--- src/rtl/forward_hazard_ctrl.sv ---
// Forwarding and hazard controller for a 5-stage RV32I pipeline.
// Tracks EX/MEM/WB destination records, drives operand-mux selects and the stall/bubble/flush controls.
module forward_hazard_ctrl #(
    parameter int REG_AW = 5
) (
    input  logic              clk_i,
    input  logic              rst_i,
    input  logic              id_valid_i,
    input  logic [REG_AW-1:0] id_rs1_i,
    input  logic [REG_AW-1:0] id_rs2_i,
    input  logic              id_rs1_used_i,
    input  logic              id_rs2_used_i,
    input  logic [REG_AW-1:0] id_rd_i,
    input  logic              id_regwrite_i,
    input  logic              id_memread_i,
    input  logic              mem_ready_i,
    input  logic              branch_taken_i,
    output logic [1:0]        fwd_a_sel_o,
    output logic [1:0]        fwd_b_sel_o,
    output logic              stall_id_o,
    output logic              bubble_ex_o,
    output logic              flush_o
);

    typedef struct packed {
        logic              valid;
        logic [REG_AW-1:0] rd;
        logic              regwrite;
        logic              memread;
    } rec_t;

    typedef enum logic [1:0] {
        SEL_RF    = 2'd0,
        SEL_EXMEM = 2'd1,
        SEL_MEMWB = 2'd2,
        SEL_WBBYP = 2'd3
    } fwd_sel_e;

    rec_t     ex_q, ex_d;
    rec_t     mem_q, mem_d;
    rec_t     wb_q, wb_d;
    fwd_sel_e fwd_a_sel_q, fwd_a_sel_d;
    fwd_sel_e fwd_b_sel_q, fwd_b_sel_d;

    logic load_use;
    logic flush;

    // A used source hits a record that will write a nonzero rd; loads only count where allowed.
    function automatic logic src_hit(input logic              used,
                                     input logic [REG_AW-1:0] rs,
                                     input rec_t              r,
                                     input logic              allow_load);
        return used && (rs == r.rd) && r.valid && r.regwrite &&
               (r.rd != '0) && (allow_load || !r.memread);
    endfunction

    // Nearest producer wins: EX (ALU only), then MEM, then WB, else the register file.
    function automatic fwd_sel_e src_sel(input logic              used,
                                         input logic [REG_AW-1:0] rs,
                                         input rec_t              ex,
                                         input rec_t              mem,
                                         input rec_t              wb);
        if (src_hit(used, rs, ex, 1'b0)) begin
            return SEL_EXMEM;
        end else if (src_hit(used, rs, mem, 1'b1)) begin
            return SEL_MEMWB;
        end else if (src_hit(used, rs, wb, 1'b1)) begin
            return SEL_WBBYP;
        end
        return SEL_RF;
    endfunction

    // NOTE: every variable gets its hold/default value first so no path leaves one unassigned (no latches).
    always_comb begin
        ex_d        = ex_q;
        mem_d       = mem_q;
        wb_d        = wb_q;
        fwd_a_sel_d = fwd_a_sel_q;
        fwd_b_sel_d = fwd_b_sel_q;

        load_use = id_valid_i && ex_q.memread &&
                   (src_hit(id_rs1_used_i, id_rs1_i, ex_q, 1'b1) ||
                    src_hit(id_rs2_used_i, id_rs2_i, ex_q, 1'b1));
        flush    = branch_taken_i && mem_ready_i;

        stall_id_o  = !mem_ready_i || (load_use && !flush);
        bubble_ex_o = mem_ready_i && (flush || load_use);
        flush_o     = flush;

        // A low mem_ready_i freezes everything, so records and selects only move when ready.
        if (mem_ready_i) begin
            wb_d  = mem_q;
            mem_d = ex_q;
            if (flush || load_use) begin
                ex_d        = '0;
                fwd_a_sel_d = SEL_RF;
                fwd_b_sel_d = SEL_RF;
            end else begin
                ex_d.valid    = id_valid_i;
                ex_d.rd       = id_rd_i;
                ex_d.regwrite = id_regwrite_i;
                ex_d.memread  = id_memread_i;
                fwd_a_sel_d   = src_sel(id_rs1_used_i, id_rs1_i, ex_q, mem_q, wb_q);
                fwd_b_sel_d   = src_sel(id_rs2_used_i, id_rs2_i, ex_q, mem_q, wb_q);
            end
        end
    end

    // NOTE: whole records are cleared, not just the valids, so no X ever reaches the rd comparators.
    always_ff @(posedge clk_i or posedge rst_i) begin
        if (rst_i) begin
            ex_q        <= '0;
            mem_q       <= '0;
            wb_q        <= '0;
            fwd_a_sel_q <= SEL_RF;
            fwd_b_sel_q <= SEL_RF;
        end else begin
            ex_q        <= ex_d;
            mem_q       <= mem_d;
            wb_q        <= wb_d;
            fwd_a_sel_q <= fwd_a_sel_d;
            fwd_b_sel_q <= fwd_b_sel_d;
        end
    end

    assign fwd_a_sel_o = fwd_a_sel_q;
    assign fwd_b_sel_o = fwd_b_sel_q;

endmodule

--- config.mk ---
export PLATFORM = sky130hd
export DESIGN_NAME = forward_hazard_ctrl
export DESIGN_NICKNAME = d
export VERILOG_FILES = /design/src/rtl/forward_hazard_ctrl.sv
export SDC_FILE = /design/constraint.sdc
export NUM_CORES = 1
export LEC_CHECK = 0
export ABC_AREA = 1
export BUFFER_PORTS_ARGS = -buffer_cell sky130_fd_sc_hd__buf_2
export CORE_ASPECT_RATIO = 1.5
export CORE_MARGIN = 2
export CORE_UTILIZATION = 54
export DETAILED_ROUTE_END_ITERATION = 8
export PLACE_DENSITY = 0.87
export SYNTH_ARGS = -nofsm -noshare
export SYNTH_HDL_FRONTEND = slang
export SYNTH_SLANG_ARGS = --single-unit
export TNS_END_PERCENT = 5
--- constraint.sdc ---
create_clock -name clk_i -period 1.9 [get_ports clk_i]
set_input_delay 0 -clock clk_i [delete_from_list [all_inputs] [get_ports clk_i]]
set_output_delay 0 -clock clk_i [all_outputs]
set_load 0.005 [all_outputs]
# After elaboration in Yosys (flattened, before gate mapping)
# Index checks and enable logic that the tools add are counted.
[word_totals]
register_bits = 26
output_inout_bits = 7
wordCells = 79
[op_classes]
n_eq_ne = 6
mux = 21
n_reduce_logical = 40
[ops]
columns = ["cell", "n"]
rows = [
  ["$logic_and 1x1->1", 31],
  ["$eq 5x5->1", 6],
  ["$mux 2", 10],
  ["$reduce_bool 5->1", 3],
  ["$mux 1", 10],
  ["$mux 8", 1],
  ["$logic_not 1->1", 3],
  ["$logic_or 1x1->1", 3],
]

# Logic depth before layout (Yosys ltp)
# Gate-level depths: netlist (run 1).
[logic_depth]
ltp_word = 12
ltp_mapped = 12

# Worst setup path after synthesis (run 1)
# Ideal clock, no wire load.
[synth_timing]
path_kind = "reg2reg"
start = "register ex_q[2] in the netlist's numbering"
end = "register fwd_a_sel_q[0], in the netlist fwd_a_sel_o[0]"
setup_time_ns = 0.060
arrival_ns = 1.287
required_ns = 1.840
setup_slack_ns = 0.552
stages_incl_launch_ff = 11
n_path_buf = 0
synth_period_minus_slack_ns = 1.348
cell_sequence = "dfrtp_1 > or2_4 > nor2_4 > nor2_1 > nand2_2 > nand2_4 > nand2_8 > nand2_8 > nand2_4 > nand2_2 > inv_2"
[synth_between]
elab_chain_len = 11
word_cells_on_any_way = 21
classes_between = "eq/ne (2); mux (6); reduce/logical (13)"
[synth_lines]
columns = ["item", "line_no", "rtl"]
rows = [
  ["start, declared", "39", "rec_t ex_q, ex_d;"],
  ["start signal, assigned", "112", "ex_q <= '0;"],
  ["start signal, assigned", "118", "ex_q <= ex_d;"],
  ["$eq 5x5->1", "53", "return used && (rs == r.rd) && r.valid && r.regwrite &&"],
  ["$logic_and 1x1->1 (4 in a row)", "53", ""],
  ["$logic_and 1x1->1", "54", "(r.rd != '0) && (allow_load || !r.memread);"],
  ["$mux 1", "63", "if (src_hit(used, rs, ex, 1'b0)) begin"],
  ["$mux 1", "94", "if (flush || load_use) begin"],
  ["$mux 1", "91", "if (mem_ready_i) begin"],
  ["$mux 2", "70", "return SEL_RF;"],
  ["$mux 2 *", "94", ""],
  ["end signal, assigned", "121", "fwd_a_sel_q <= fwd_a_sel_d;"],
  ["end, declared", "42", "fwd_sel_e fwd_a_sel_q, fwd_a_sel_d;"],
]
# Every way passes the cells marked *; elsewhere a longest branch is shown, timed or not. The select of a mux whose other input is x is not followed.
# A chain may end at the register's enable or synchronous reset.

# Final worst setup path (run 1)
[layout_timing]
start = "register ex_q[2] in the netlist's numbering"
end = "output bubble_ex_o"
[layout_between]
elab_chain_len = 9
word_cells_on_any_way = 15
classes_between = "eq/ne (2); reduce/logical (13)"
[layout_lines]
columns = ["item", "line_no", "rtl"]
rows = [
  ["$eq 5x5->1", "53", ""],
  ["$logic_and 1x1->1 (4 in a row)", "53", ""],
  ["$logic_or 1x1->1 *", "82", "(src_hit(id_rs1_used_i, id_rs1_i, ex_q, 1'b1) ||"],
  ["$logic_and 1x1->1 *", "81", "load_use = id_valid_i && ex_q.memread &&"],
  ["$logic_or 1x1->1 *", "87", "bubble_ex_o = mem_ready_i && (flush || load_use);"],
  ["$logic_and 1x1->1 *", "87", ""],
  ["end, declared", "21", "output logic bubble_ex_o,"],
]
# Every way passes the cells marked *; elsewhere a longest branch is shown, timed or not.

==> results of run 1 <==
how the worst min path moves through the flow:
stage,slack (ps),start,endpoint
2_1_floorplan,40,rst_i,ex_q[0]$_DFFE_PP0P_
3_3_place_gp,70,rst_i,wb_q[1]$_DFFE_PP0P_
3_5_place_dp,80,rst_i,ex_q[1]$_DFFE_PP0P_
4_1_cts,100,mem_ready_i,wb_q[7]$_DFFE_PP0P_
5_1_grt,120,mem_ready_i,wb_q[7]$_DFFE_PP0P_
6_report,110,mem_ready_i,wb_q[7]$_DFFE_PP0P_
routing by layer:
layer / vias to the layer above / part of all wire [%] / wire [um]
met5: - / 0 / 0
met4: 0 / 3.8 / 158
met3: 13 / 3.0 / 123
met2: 47 / 54 / 2230
met1: 778 / 40 / 1650
li1: 911 / - / -
registers in the layout, indices dropped and copies added (netlist names):
name	flops
fwd_b_sel_o	2
wb_q	7
mem_q	7
fwd_a_sel_o	2
ex_q	8
cell usage in the layout, fill, tap and decap left out, types with 9 or more instances in the layout:
cell type,Yosys,final
xnor2_1,13,12
o21ai_1,12,12
dfrtp_1,26,26
nor2_1,27,27
buf_2,1,30
inv_1,25,25
inv_2,10,10
nand3_1,13,13
dlygate4sd3_1,0,9
nand2_1,110,110
cell usage after synthesis, drive strengths merged:
cell type | n | area, sq um
o21ai | 20 | 130
inv | 35 | 131
dfrtp | 26 | 651
a21oi | 8 | 51.3
buf | 3 | 12.5
nor2 | 29 | 119
nand4 | 2 | 12.5
or2 | 1 | 8.76
xnor2 | 13 | 114
nand2 | 119 | 512
and2 | 1 | 6.26
nand3 | 13 | 65.1
clkbuf | 2 | 7.51
worst max-delay path: stages, from the launching register on:
cell and delay [ps]:
dfrtp_1 450, or2_4 290, nor2_4 130, nor2_1 70, nand2_2 90, nand2_4 80
nand2_8 80, nand2_8 70, nand2_4 70, inv_2 30, buf_2 110
area by class of cell:
type | count | area share [%]
multi-input cells | 206 | 47.2
flip-flops and latches | 26 | 29.9
repair buffers | 42 | 12.1
inverters | 35 | 6.04
clock buffers | 4 | 2.53
well taps | 40 | 2.30
what timing repair did:
action,CTS,global route
endpoints found under the setup margin,0,1
endpoints found under the hold margin,34,0
gates resized for setup,0,1
hold buffers,9,0
kinds of logic (layout without fill, tap and decap cells):
family | Yosys count | in the layout
AO/OA/AOI/OAI | 28 | 28
flip-flops | 26 | 26
XOR/XNOR | 13 | 13
buffers and inverters | 40 | 81
AND/OR/NAND/NOR | 165 | 165
metrics by stage:
step	setup slack [ps]	instances	hold slack (ps)	util (%)	area (sq um)
3_5_place_dp	440	340	75.5	63.4	2020
3_3_place_gp	494	340	68.0	63.4	2020
2_1_floorplan	552	272	40.0	-	1820
5_1_grt	51.1	353	120	68.2	2180
4_1_cts	144	353	102	68.0	2170
6_report	153	353	108	68.2	2180
where the power goes:
group	internal, W	switching, W	total [W]
combinational	0.000154	0.000220	0.000374
sequential	0.000605	0.0000576	0.000662
clock	0.000186	0.000177	0.000362
==> results.toml, run 1 <==
[critical_path]
endpoint = "bubble_ex_o"
worstRegToRegCells = 10
r2r_start = "ex_q[2]$_DFFE_PP0P_"
worstPathRequired_ps = 1900
r2r_end = "fwd_a_sel_o[0]$_DFFE_PP0P_"
startpoint = "ex_q[2]$_DFFE_PP0P_"
startpoint_type = "flop"
ff2ff_setup_slack_ps = 430
critPathCaptureType = "output pin"
critPathArrivalTime_ps = 1750
worstPathMaxFanout = 6
criticalPathCategory = "reg -> out"

[min_path]
hold_path_depth = 3
hold_class = "in -> reg"

[route]
wire_per_inst_um = 11.8
vias = 1749
drc = 0
drtAntennaViolNets = 0
routed_wl_um = 4160
drt-initial-drc-count = 44
via_per_inst = 4.95
drt_first_pass_iters = 4

[timing]
fin_worst_skew_ps = 3.87
slew_headroom_pct = 77.5
max_freq_ghz = 0.572
slew_viol_final = 0
finalHoldViolCount = 0
worst_slew_pin_slew_ps = 337
setup_violations = 0
finalCritPeriodShare_pct = 91.9
period_minus_slack_ps = 1750
tns_ps = 0
rsz0062_at_grt = "no"

[cts]
h-tree-depth = 1
clk_pin_slew_ps = 90
post_cts_buffers = 0
clock-root-buffer = "clkbuf_8"
cts_tree = "built"
numCtsBuffers = 3
cts_buffer_depth = 2
insertion_delay_ps = 280
clock_sinks = 26

[floorplanning]
fp.coreArea_sq_um = 3190
start_util_pct = 57.1
ios = 31
die_x_um = 51.4
rows = 25
die_h_um = 75.1
die-area_sq_um = 3860

[grt]
grt_max_degree = 27
grt_pass1_vias = 1678
use_met2_pct = 44.2
grt.overflow.total = 0
grt_use_met3_pct = 1.79
grt_usage_pct = 24.8
antenna_found_initial = 0
grt_busiest_layer = "met2"
grt_pass1_wl_um = 7080
grt_use_met1_pct = 28.8

[yosys]
synth_area_per_cell_sq_um = 6.69
synth_xor_area_share_pct = 6.25
synthSimpleGateAreaFrac_pct = 39.7
ys_seq_elements = 26
ys_warn_count = 0
syn-cell-area_sq_um = 1820
synth_top_family_by_area = "simple AND/OR/NAND/NOR gates"
yosysSeqAreaShare_pct = 35.7
muxShareOfSynthArea_pct = 0
synth_fa_ha_area_share_pct = 0
synth-compound-area-share_pct = 9.97
synth.distinct_cells = 22
syn-num-nets = 296
syn_inst = 272

[power_and_ir_drop]
max-vdd-ir-drop_v = 0.000653
p_per_area_nw_per_um2 = 643
power_w = 0.00140
power.leakage_nw = 1.17

[finish]
area_growth_pct = 19.5
final_nets = 338
multi_input_area_sq_um = 1030
fill_cells = 285
seq_area_sq_um = 651
diodes = 0
drive_gt1_share_pct = 22.7

[run_status]
run_status = "completed"

[placed_design]
io_buffers = 30
gp_congestion = 0.899
hpwl_um = 3260

[job]
drv_cap = 0
(Power assumes the default switching activity.)
==> inputs of run 2 (changes only) <==
--- a/config.mk
+++ b/config.mk
@@ -12,6 +12,7 @@
 export CORE_UTILIZATION = 54
 export DETAILED_ROUTE_END_ITERATION = 8
 export PLACE_DENSITY = 0.87
+export REMOVE_ABC_BUFFERS = 1
 export SYNTH_ARGS = -nofsm -noshare
 export SYNTH_HDL_FRONTEND = slang
 export SYNTH_SLANG_ARGS = --single-unit
==> results.toml, run 2 (synthesis results as in run 1) <==
[finish]
fill_cells = 288
final_nets = 336
largest_register_ffs = 8
multi_input_area_sq_um = 1020
final_common_cell = "nand2_1"
seq_area_sq_um = 651
final-instance-count-excl-fill = 351
largest_registers = "ex_q (8), mem_q (7), wb_q (7)"
utilization_pct = 67.9
drive_gt1_share_pct = 22.2
area_growth_pct = 19.0
top_register = "ex_q"
diodes = 0
layout_common_cells = "nand2_1, buf_2, nor2_1, dfrtp_1, inv_1"
design_area_sq_um = 2170

[route]
drc = 0
drt-initial-drc-count = 65
routed_wl_um = 4180
drtAntennaViolNets = 0
via_per_inst = 4.91
wire_per_inst_um = 11.9
vias = 1723
drt_first_pass_iters = 4

[grt]
grt_busiest_layer = "met2"
grt_pass1_wl_um = 7130
grt_pass1_vias = 1627
grt_use_met1_pct = 28.8
grt_usage_pct = 24.8
grt_max_degree = 27
grt.overflow.total = 0
antenna_found_initial = 0
use_met2_pct = 45.7
grt_use_met3_pct = 1.79

[timing]
tns_ps = 0
slew_viol_final = 0
finalCritPeriodShare_pct = 91.9
fin_worst_skew_ps = 5.99
setup_violations = 0
period_minus_slack_ps = 1750
rsz0062_at_grt = "no"
max_freq_ghz = 0.573
slew_headroom_pct = 76.9
finalHoldViolCount = 0
worst_slew_pin_slew_ps = 346
hold_ws_ps = 11.8

[floorplanning]
die_h_um = 75.1
ios = 31
die_x_um = 51.4
rows = 25
die-area_sq_um = 3860
start_util_pct = 57.1
fp.coreArea_sq_um = 3190

[run_status]
run_status = "completed"

[power_and_ir_drop]
p_seq_share_pct = 44.2
max-vdd-ir-drop_v = 0.000590
power_frac_comb_pct = 24.7
power_switching_share_pct = 30.7
p_sw_w = 0.000460
clkPwrFrac_pct = 31.1
p_per_area_nw_per_um2 = 690
power.leakage_nw = 1.16
intPower_w = 0.00104

[critical_path]
worstRegToRegCells = 10
worstPathMaxFanout = 6
r2r_end = "fwd_a_sel_o[0]$_DFFE_PP0P_"
ff2ff_setup_slack_ps = 380
criticalPathCategory = "reg -> out"
worstPathRequired_ps = 1900
startpoint = "ex_q[5]$_DFFE_PP0P_"
endpoint = "bubble_ex_o"
r2r_start = "ex_q[5]$_DFFE_PP0P_"
critPathArrivalTime_ps = 1750
critPathCaptureType = "output pin"
startpoint_type = "flop"

[job]
drv_cap = 0

[cts]
insertion_delay_ps = 280
h-tree-depth = 1
post_cts_buffers = 0
cts_tree = "built"
clock-root-buffer = "clkbuf_8"
cts_buffer_depth = 2
numCtsBuffers = 3
cts_resized = 0
clk_pin_slew_ps = 90
clock_sinks = 26

[placed_design]
hpwl_um = 3160
dpl-instance-area_sq_um = 2020
io_buffers = 30
dp_cells = 339
gp_congestion = 0.904

[min_path]
hold_class = "in -> reg"
[run 2: changes by cell type in the layout (fill, tap and decap cells not counted), sizes merged]
cell / change
buf: -1
clkbuf: -1
dlygate4sd3: -1
bufinv: +1
[run 2: worst min-delay path by stage]
stage	startpoint	endpoint	slack [ps]	depth (start not counted)
after global placement	rst_i	mem_q[7]$_DFFE_PP0P_	70	3
after detailed placement	rst_i	mem_q[7]$_DFFE_PP0P_	80	3
after global routing	id_valid_i	ex_q[7]$_DFFE_PP0P_	40	3
after CTS	id_valid_i	ex_q[7]$_DFFE_PP0P_	20	3
final	id_valid_i	ex_q[7]$_DFFE_PP0P_	10	3
after floorplan	rst_i	ex_q[0]$_DFFE_PP0P_	40	1
[run 2: final cells by class]
class,count,area share [%]
multi-input cells,206,47.0
inverters,35,6.06
well taps,40,2.31
clock inverters,1,1.39
clock buffers,3,1.91
flip-flops and latches,26,30.0
repair buffers,40,11.3
[run 2: metal layers]
layer,share of wire [%],up-vias
li1,-,910
met2,54,36
met1,40,764
met3,2.8,13
met5,0,-
met4,3.1,0
[run 2: timing repair]
| action | 4_1_cts | 5_1_grt |
|---|---|---|
| endpoints found under the setup margin | 0 | 0 |
| endpoints found under the hold margin | 33 | 0 |
| hold buffers | 8 | 0 |
[run 2: stage by stage]
step | worst slack, ps | total power (W)
6_report | 155 | 0.00150
5_1_grt | 39.1 | 0.00159
4_1_cts | 144 | 0.00151
3_5_place_dp | 455 | 0.00103
3_3_place_gp | 482 | 0.00102
2_1_floorplan | 558 | 0.000912
[run 2: power by group through the flow]
stage / Combinational (W) / Sequential, W / Clock, W
global route: 0.000423 / 0.000670 / 0.000494
detailed placement: 0.000356 / 0.000671 / 0
finish: 0.000370 / 0.000661 / 0.000465
CTS: 0.000372 / 0.000660 / 0.000474
global placement: 0.000351 / 0.000668 / 0
floorplan: 0.000252 / 0.000660 / 0
[run 2: worst max-delay path: stages, from the launching register on]
cell     delay (ps)
dfrtp_1         440
xnor2_1         240
nand2_1         100
nor2_1          160
nand2_2          80
nand2_4         100
nand2_8          70
nand2_8          90
nand2_4          60
inv_2            40
buf_2            90
==> inputs of run 3 (changes only) <==
--- a/config.mk
+++ b/config.mk
@@ -9,10 +9,9 @@
 export BUFFER_PORTS_ARGS = -buffer_cell sky130_fd_sc_hd__buf_2
 export CORE_ASPECT_RATIO = 1.5
 export CORE_MARGIN = 2
-export CORE_UTILIZATION = 54
+export CORE_UTILIZATION = 56
 export DETAILED_ROUTE_END_ITERATION = 8
-export PLACE_DENSITY = 0.87
-export REMOVE_ABC_BUFFERS = 1
+export PLACE_DENSITY = 0.9
 export SYNTH_ARGS = -nofsm -noshare
 export SYNTH_HDL_FRONTEND = slang
 export SYNTH_SLANG_ARGS = --single-unit
==> results.toml, run 3 (synthesis results as in run 1) <==
[run_status]
run_status = "completed"

[cts]
cts_buffer_depth = 2
cts_tree = "built"
h-tree-depth = 1
insertion_delay_ps = 280
clock_sinks = 26
clock-root-buffer = "clkbuf_8"
numCtsBuffers = 3
clk_pin_slew_ps = 90

[power_and_ir_drop]
intPower_w = 0.000938
power_frac_comb_pct = 26.5
power_switching_share_pct = 32.8
max-vdd-ir-drop_v = 0.000634
power_w = 0.00140
power.leakage_nw = 1.15
p_per_area_nw_per_um2 = 651
p_sw_w = 0.000457
clkPwrFrac_pct = 26.0
p_seq_share_pct = 47.5

[finish]
diodes = 0
largest_registers = "ex_q (8), mem_q (7), wb_q (7)"
design_area_sq_um = 2140
largest_register_ffs = 8
area_growth_pct = 17.7
final_common_cell = "nand2_1"
final_nets = 335
top_register = "ex_q"
layout_common_cells = "nand2_1, buf_2, nor2_1, dfrtp_1, inv_1"
drive_gt1_share_pct = 22.6

[route]
via_per_inst = 5.06
drtAntennaViolNets = 0
wire_per_inst_um = 12.3
drt_first_pass_iters = 4
routed_wl_um = 4300
drt-initial-drc-count = 64
vias = 1770
drc = 0

[job]
drv_cap = 0

[floorplanning]
die_x_um = 50.6
rows = 25
die_h_um = 73.8
die-area_sq_um = 3730
fp.coreArea_sq_um = 3130
start_util_pct = 58.2
ios = 31

[critical_path]
worstPathMaxFanout = 6
critPathArrivalTime_ps = 1750
worstPathRequired_ps = 1900
criticalPathCategory = "reg -> out"
cp_cell_sequence = "xnor2_1 -> nand2_1 -> nor2_1 -> nand2_2 -> nand2_4 -> nand2_8 -> nand2_8 -> nand2_4 -> inv_2 -> buf_2"
critPathCaptureType = "output pin"
cpMaxStageDelayCell = "dfrtp_1"
critPathMaxStageDelay_ps = 440
startpoint_type = "flop"
ff2ff_setup_slack_ps = 370
cp_top_family = "simple AND/OR/NAND/NOR gates"
cp_num_buf_inv = 2

[grt]
grt.overflow.total = 0
grt_usage_pct = 26.0
grt_pass1_vias = 1781
grt_pass1_wl_um = 7340
grt_max_degree = 27
antenna_found_initial = 0

[timing]
slew_headroom_pct = 71.2
period_minus_slack_ps = 1750
worst_slew_pin_slew_ps = 432
slew_viol_final = 0
finalHoldViolCount = 0
max_freq_ghz = 0.572
setup_violations = 0
tns_ps = 0
fin_worst_skew_ps = 6.86
finalCritPeriodShare_pct = 92.1
rsz0062_at_grt = "no"
final.setup.worst_slack_ps = 151

[placed_design]
gp_congestion = 0.866
dpl-instance-area_sq_um = 2020
place_worst_setup_slack_ps = 442
io_buffers = 30
hpwl_um = 3290

[min_path]
hold_class = "in -> reg"
==> run 3: changes by cell type in the layout (fill, tap and decap cells not counted) <==
cell,previous run,this run
nor2_1,27,26
clkbuf_8,3,4
dlygate4sd3_1,8,7
bufinv_16,1,0
nor2_2,1,2
==> run 3: worst paths after layout <==
check                                      from  cells past startpoint                          to
setup / recovery            ex_q[5]$_DFFE_PP0P_                     10                 bubble_ex_o
hold / removal                       id_rd_i[2]                      3         ex_q[4]$_DFFE_PP0P_
setup reg to reg            ex_q[5]$_DFFE_PP0P_                     10  fwd_a_sel_o[0]$_DFFE_PP0P_
hold reg to reg            mem_q[7]$_DFFE_PP0P_                      2        mem_q[7]$_DFFE_PP0P_
max in group asynchronous                 rst_i                      4        mem_q[2]$_DFFE_PP0P_
min in group asynchronous                 rst_i                      4        mem_q[1]$_DFFE_PP0P_
==> run 3: stage by stage <==
stage | utilization (%) | cells | hold slack (ps)
after CTS | 68.4 | 350 | 13.9
after floorplan | - | 272 | 40.0
after detailed placement | 64.4 | 339 | 74.6
after global placement | 64.4 | 339 | 69.7
after global routing | 68.5 | 350 | 22.6
final | 68.5 | 350 | 18.4
==> run 3: layout make-up <==
cell class	count	area (sq um)
Fill cell	270	985
Tap cell	40	50.0
Inverter	35	131
Multi-Input combinational cell	206	1020
Timing Repair Buffer	39	235
Clock buffer	4	55.1
Sequential cell	26	651
==> run 3: routing by layer <==
metal | track usage [%] | share of wire (%) | wire length [um] | vias up
met4 | 10.8 | 2.0 | 87 | 0
li1 | - | - | - | 903
met3 | 2.44 | 2.2 | 93 | 9
met2 | 49.3 | 57 | 2440 | 34
met5 | 0 | 0 | 0 | -
met1 | 29.3 | 39 | 1680 | 824
==> run 3: worst reg2reg max path, cell delays in order, from the launching register on <==
cell and delay, ps:
dfrtp_1 440, xnor2_1 230, nand2_1 80, nor2_1 170
nand2_2 90, nand2_4 110, nand2_8 70, nand2_8 90
nand2_4 60, nand2_2 60, inv_2 30
==> run 3: power groups by stage <==
stage	registers, W	clock network [W]	logic, W
after global routing	0.000672	0.000394	0.000422
after floorplan	0.000660	0	0.000264
after detailed placement	0.000673	0	0.000357
after CTS	0.000662	0.000371	0.000369
after global placement	0.000669	0	0.000346
final	0.000663	0.000362	0.000370
==> run 3: what timing repair did <==
item / 4_1_cts / 5_1_grt
endpoints found under the setup margin: 0 / 1
setup buffers: 0 / 0
hold endpoints to repair: 32 / 0
hold buffers: 7 / 0
gates resized for setup: 0 / 1
